### src/rtl/mips_divider.sv
// Iterative restoring divider for MIPS32 DIV/DIVU: quotient to LO, remainder to HI.
// Latency: WIDTH+1 cycles from the start-sampling edge to the done pulse.
// Backpressure: none; busy stalls the caller, and start while busy is dropped.
//
// Optional feature macro: DIVIDER_SIGNED_EN. When it is defined, is_signed selects DIV
// (two's complement). When it is undefined, every operation is DIVU and no
// negation logic is built.
//
// Ports:
//   clk, rst_n         rising-edge clock, asynchronous active-low reset
//   start              request, sampled only when idle
//   is_signed          1 = DIV, 0 = DIVU (captured with start)
//   dividend, divisor  rs / rt operands (captured with start)
//   busy               operation in flight
//   done               one-cycle pulse when results update
//   quotient           LO result, held until the next completion
//   remainder          HI result, held until the next completion
//   div_by_zero        divisor was zero, held with the results
module mips_divider #(
    parameter int WIDTH = 32
) (
    input  logic             clk,
    input  logic             rst_n,
    input  logic             start,
    input  logic             is_signed,
    input  logic [WIDTH-1:0] dividend,
    input  logic [WIDTH-1:0] divisor,
    output logic             busy,
    output logic             done,
    output logic [WIDTH-1:0] quotient,
    output logic [WIDTH-1:0] remainder,
    output logic             div_by_zero
);

    localparam int CW = $clog2(WIDTH);
    localparam logic [CW-1:0] LAST = CW'(WIDTH - 1);

    typedef enum logic [1:0] {
        IDLE = 2'd0,
        RUN  = 2'd1,
        SIGN = 2'd2
    } state_t;

    state_t           state;
    logic [CW-1:0]    count;
    logic [WIDTH-1:0] part_rem;   // partial remainder
    logic [WIDTH-1:0] dq;         // dividend bits shift out, quotient bits shift in
    logic [WIDTH-1:0] div_mag;    // divisor magnitude
    logic             dz;

    // Operand magnitudes, and the sign-corrected results used in the SIGN state.
    logic [WIDTH-1:0] dividend_mag;
    logic [WIDTH-1:0] divisor_mag;
    logic [WIDTH-1:0] quot_fix;
    logic [WIDTH-1:0] rem_fix;

`ifdef DIVIDER_SIGNED_EN
    logic q_neg;
    logic r_neg;
    logic dividend_neg;
    logic divisor_neg;

    always_comb begin
        dividend_neg = is_signed & dividend[WIDTH-1];
        divisor_neg  = is_signed & divisor[WIDTH-1];
        // The most-negative value maps to itself, which is the correct
        // unsigned magnitude, so the wrap in the negation is harmless.
        dividend_mag = dividend_neg ? (~dividend + 1'b1) : dividend;
        divisor_mag  = divisor_neg  ? (~divisor + 1'b1)  : divisor;
        quot_fix     = q_neg ? (~dq + 1'b1)       : dq;
        rem_fix      = r_neg ? (~part_rem + 1'b1) : part_rem;
    end
`else
    logic unused_is_signed;
    assign unused_is_signed = is_signed;

    always_comb begin
        dividend_mag = dividend;
        divisor_mag  = divisor;
        quot_fix     = dq;
        rem_fix      = part_rem;
    end
`endif

    // One restoring step: bring in the next dividend bit, then subtract the
    // divisor at WIDTH+1 bits. Bit WIDTH of the difference is the borrow, so
    // it is set exactly when the trial result is negative.
    logic [WIDTH:0] shifted;
    logic [WIDTH:0] trial;

    always_comb begin
        shifted = {part_rem, dq[WIDTH-1]};
        trial   = shifted - {1'b0, div_mag};
    end

    always_ff @(posedge clk or negedge rst_n) begin
        if (!rst_n) begin
            state       <= IDLE;
            count       <= '0;
            part_rem    <= '0;
            dq          <= '0;
            div_mag     <= '0;
            dz          <= 1'b0;
            busy        <= 1'b0;
            done        <= 1'b0;
            quotient    <= '0;
            remainder   <= '0;
            div_by_zero <= 1'b0;
`ifdef DIVIDER_SIGNED_EN
            q_neg       <= 1'b0;
            r_neg       <= 1'b0;
`endif
        end else begin
            done <= 1'b0;
            case (state)
                IDLE: begin
                    if (start) begin
                        dq       <= dividend_mag;
                        div_mag  <= divisor_mag;
                        part_rem <= '0;
                        count    <= '0;
                        dz       <= (divisor == '0);
`ifdef DIVIDER_SIGNED_EN
                        q_neg    <= dividend_neg ^ divisor_neg;
                        r_neg    <= dividend_neg;
`endif
                        busy     <= 1'b1;
                        state    <= RUN;
                    end
                end
                RUN: begin
                    if (!trial[WIDTH]) begin
                        part_rem <= trial[WIDTH-1:0];
                        dq       <= {dq[WIDTH-2:0], 1'b1};
                    end else begin
                        // Restore: keep the shifted remainder and leave the divisor unsubtracted.
                        part_rem <= shifted[WIDTH-1:0];
                        dq       <= {dq[WIDTH-2:0], 1'b0};
                    end
                    count <= count + CW'(1);
                    if (count == LAST) begin
                        state <= SIGN;
                    end
                end
                SIGN: begin
                    quotient    <= quot_fix;
                    remainder   <= rem_fix;
                    div_by_zero <= dz;
                    done        <= 1'b1;
                    busy        <= 1'b0;
                    state       <= IDLE;
                end
                default: begin
                    state <= IDLE;
                    busy  <= 1'b0;
                end
            endcase
        end
    end

endmodule
### config.mk
export PLATFORM = sky130hd
export DESIGN_NAME = mips_divider
export DESIGN_NICKNAME = d
export VERILOG_FILES = /design/src/rtl/mips_divider.sv
export SDC_FILE = /design/constraint.sdc
export NUM_CORES = 1
export LEC_CHECK = 0
export CAP_MARGIN = 20
export CORE_AREA = 10 10 203 167
export CTS_CLUSTER_SIZE = 16
export DETAILED_ROUTE_END_ITERATION = 7
export DIE_AREA = 0 0 213 177
export SETUP_SLACK_MARGIN = 0.3
export SLEW_MARGIN = 15
export SYNTH_ARGS = -nofsm -noshare
export SYNTH_HDL_FRONTEND = slang
export SYNTH_SLANG_ARGS = --single-unit
### constraint.sdc
create_clock -name clk -period 8 [get_ports clk]
set_input_delay 1.6 -clock clk [delete_from_list [all_inputs] [get_ports clk]]
set_output_delay 1.6 -clock clk [all_outputs]
set_load 0.02 [all_outputs]
* Yosys cells after proc, flatten, opt, wreduce, memory -nomap -nowiden
Index checks and enable logic that the tools add are counted.
W data, S select, Z words.
** Word-level totals
- Register bits :: 171
- Bits of input ports :: 68
- Output and inout port bits :: 67
- Logic and storage cells :: 40
** Cells by class
- Add/sub/neg operators :: 2
- Equality and inequality tests :: 5
- Multiplexer cells :: 14
- Bitwise operators :: 1
- Reductions and logical operators :: 7
** Operators by type and width (count)
- $pmux W32 S2 :: 2
- $mux W32 :: 3
- $sub A33 B32 Y33 :: 1
- $logic_not A32 Y1 :: 1
- $pmux W5 S2 :: 1
- $reduce_and A2 Y1 :: 4
- $add A5 B1 Y5 const B :: 1
- $eq A5 B5 Y1 const B :: 1
- $mux W5 :: 1
- $mux W2 :: 2
- $ne A2 B2 Y1 const B :: 2
- $pmux W2 S2 :: 1
- $mux W1 :: 3
- $eq A2 B1 Y1 const B :: 1
- $eq A2 B2 Y1 const B :: 1
- $logic_not A2 Y1 :: 1
- $pmux W1 S2 :: 1
- $reduce_bool A2 Y1 :: 1
- $not A1 Y1 :: 1

* Depth between registers and ports, before layout
- Depth in word-level cells :: 3
- Depth in mapped cells :: 14

* Worst setup path before layout
OpenSTA, ideal clock, no wires.
- Path kind :: register -> register
- From :: register dq[31]
- To :: register part_rem[10]
- Data arrival time :: 3167 ps
- Data required time :: 7868 ps
- Setup slack :: 4701 ps
- Cell stages (with the launch flop) :: 15
- Path buffers :: 1
- Cell sequence :: dfrtp_1 inv_1 ha_1 inv_1 fa_1 a21oi_1 nand4b_1 a21o_1 a21boi_1 o41ai_1 o41ai_2 xor2_2 buf_4 mux2i_1 o21ai_1
** Between the ends
- Word-level cells in the longest chain between the ends :: 3
** RTL lines
- start, declared :: line 47 : logic [WIDTH-1:0] dq;
- start signal, assigned :: line 118 : dq <= dividend_mag;
- start signal, assigned :: line 134 : dq <= {dq[WIDTH-2:0], 1'b1};
- start signal, assigned :: line 138 : dq <= {dq[WIDTH-2:0], 1'b0};
- $sub A33 B32 Y33 :: line 93 : trial = shifted - {1'b0, div_mag};
- $mux W32 :: line 132 : if (!trial[WIDTH]) begin
- $pmux W32 S2 :: line 115 : case (state)
- end signal, assigned :: line 133 : part_rem <= trial[WIDTH-1:0];
- end signal, assigned :: line 137 : part_rem <= shifted[WIDTH-1:0];
- end, declared :: line 46 : logic [WIDTH-1:0] part_rem;
No other way between the ends.
A chain may end at the register's enable or synchronous reset.

* Worst setup path after layout
- From :: register dq[31]
- To :: register part_rem[30]
The elaborated chain is that of the path after synthesis.

==> impl_metrics.json <==
{
  "tightestPinTransition_ns": 1.04,
  "synth_top_area_cell": "dfrtp_1",
  "route.vias.total": 6944,
  "clock.fmax_ghz": 0.267,
  "placedCellCount": 1355,
  "finalCritPeriodShare_pct": 46.8,
  "seq_area_frac_synth_pct": 48.4,
  "grt_use_total_pct": 13.3,
  "vias_per_cell": 5.01,
  "cts_tree": "done",
  "syn-num-nets": 979,
  "whs_ns": 0.489,
  "synthesis.area_um2": 8830,
  "seqCellArea_um2": 4280,
  "powerDensity_nw_per_um2": 444,
  "post_drt_wl_per_cell_um": 17.8,
  "cts_max_path_buffers": 2,
  "crit_path_start_kind": "flop",
  "grt_pass1_wl_um": 39500,
  "crit_path_max_fanout": 34,
  "clock_tree.root_cell": "clkbuf_16",
  "cts_buffers": 17,
  "first_pass_iters": 5,
  "slew_headroom_pct": 30.5,
  "synthTopCellsByArea": "dfrtp_1 48%, mux2_2 8.2%, ha_1 4.8%",
  "synth_flop_cell": "dfrtp_1",
  "synthTopCellsByCount": "171 x dfrtp_1, 99 x nand2_1, 81 x o21ai_0",
  "async_flop_share_pct": 100,
  "initialDrtViolationCount": 415,
  "insertion_delay_ns": 0.44,
  "dpl.hpwl_um": 16900,
  "fin_util_pct": 37.5,
  "synth_edf_count": 0,
  "htreeDepth": 4,
  "place.port_buffers": 133,
  "pin_count": 135,
  "clock_sink_count": 171,
  "finalWirelength_um": 24800,
  "multiInputGateArea_um2": 4250,
  "remaining_drc_errors": 0,
  "die_y_um": 177,
  "fp.dieArea_um2": 37700,
  "diodes": 0,
  "path_class": "flop to flop",
  "status": "finished, final reports clean",
  "area_delta_synth_final_pct": 27.0,
  "avgSynthCellArea_um2": 10.1,
  "arrival_ns": 4.11,
  "finalCriticalPeriod_ns": 3.74,
  "finalNonFillerCells": 1387,
  "setup_viol": 0,
  "nNetsFinal": 1094,
  "grt_setup_unrepaired": "false",
  "start_util_pct": 29.6,
  "ys_warn_count": 0,
  "gr-total-overflow": 0,
  "antenna_left": 0,
  "hold_path.class": "flop to flop",
  "path_clk_slew_ns": 0.07,
  "synth_cell_types": 53,
  "end_kind": "flop",
  "die_x_um": 213,
  "grt_max_degree": 91,
  "r2r-start": "dq[31]$_DFFE_PN0P_",
  "postCtsHoldBufs": 0,
  "grt_pass1_vias": 6949,
  "final.setup_skew_ns": 0.0124,
  "fp.coreArea_um2": 29900,
  "slew_violations": 0,
  "synth.most_common_cell": "dfrtp_1",
  "final_layout_size_suffix_gt1_share_pct": 11.8,
  "hold_viol_final": 0,
  "place.gp.congestion": 0.856,
  "cp-startpoint": "dq[31]$_DFFE_PN0P_",
  "rows": 57,
  "required_ns": 8.37,
  "post_cts_buffers": 0,
  "power_leakage_nw": 5.03,
  "antenna_found_initial": 0,
  "yosys.area.top_type_share_pct": 48.4,
  "syn-instance-count": 876,
  "peakVddDrop_uv": 247,
  "ctsResizeCount": 0,
  "max_cap_violations": 0,
  "synth-seq-cells": 171,
  "fillers": 2952,
  "min_from": "div_mag[0]$_DFFE_PN0P_",
  "tns_ns": 0
}
-- worst paths after layout --
check	endpoint	slack [ns]	cells after the start
max	part_rem[30]$_DFFE_PN0P_	4.26	15
min	div_mag[0]$_DFFE_PN0P_	0.49	2
max reg2reg	part_rem[30]$_DFFE_PN0P_	4.26	15
min reg2reg	div_mag[0]$_DFFE_PN0P_	0.49	2
max in group asynchronous	quotient[3]$_DFFE_PN0P_	5.46	2
min in group asynchronous	dq[25]$_DFFE_PN0P_	1.21	1
-- kinds of logic after synthesis --
logic type,count (synthesis),synth area share (%)
AO/OA/AOI/OAI,261,17.9
XOR/XNOR,28,2.86
adder cells (fa/ha/maj),35,5.04
buffers and inverters,89,3.88
flip-flops,171,48.4
multiplexers,87,10.8
AND/OR/NAND/NOR,205,11.1
-- layer usage --
metal / global-route usage [%] / part of all wire (%)
met1: 18.0 / 49
met2: 20.1 / 44
met3: 3.95 / 5.1
met4: 3.62 / 1.5
met5: 0 / 0
-- cell type report --
| class | count | share of cell area, % |
|---|---|---|
| clock buffer | 20 | 4.16 |
| sequential | 171 | 38.1 |
| clock inverter | 12 | 1.44 |
| multi-input combinational | 616 | 37.9 |
| tap | 383 | 4.27 |
| inverter | 41 | 1.37 |
| timing repair buffer | 144 | 12.7 |
-- flip-flops by register name, summed over array words and instances, names as in the netlist --
name	count
quotient	32
part_rem	32
remainder	32
count	5
dz	1
state	2
div_mag	32
done	1
dq	32
div_by_zero	1
busy	1
-- per-stage QoR --
step	cell area, um2	total power [mW]	setup WS (ns)
after floorplan	8830	3.40	4.70
after global placement	10600	4.03	4.24
after detailed placement	10600	4.08	4.22
after CTS	11200	5.01	4.22
after global routing	11200	5.42	3.95
final	11200	4.98	4.26
-- layout by cell type, fill, tap and decap left out, drive strengths merged, types with 5 or more instances in the layout --
master and count:
dfrtp 171, inv 44, clkdlybuf4s50 132, xnor2 13, a22oi 31, o31ai 5
o221ai 9, nor2 19, o21ai 103, nand2b 7, ha 34, nor4 9
mux2i 23, nor2b 38, xor2 15, nand3 10, buf 12, a21oi 65
clkbuf 20, a21o 15, nand2 99, mux2 64, and3 5, nand4 7
-- report_power, final --
part	switching, mW	total [mW]	internal, mW
clock network	0.378	0.899	0.521
logic	1.49	2.67	1.18
registers	0.233	1.42	1.18
-- critical path, cell delays in order, from the launching register on --
cell and delay [ns]:
dfrtp_1 0.35, inv_1 0.09, ha_1 0.21, inv_1 0.07, fa_1 0.21, a21oi_1 0.10, nand4b_1 0.21, a21o_1 0.23
a21boi_1 0.19, o41ai_1 0.09, buf_4 0.17, o41ai_2 0.52, xor2_4 0.19, buf_4 0.48, or4b_1 0.48, nand3_1 0.08
No activity file was read; power rests on OpenSTA's default activity.
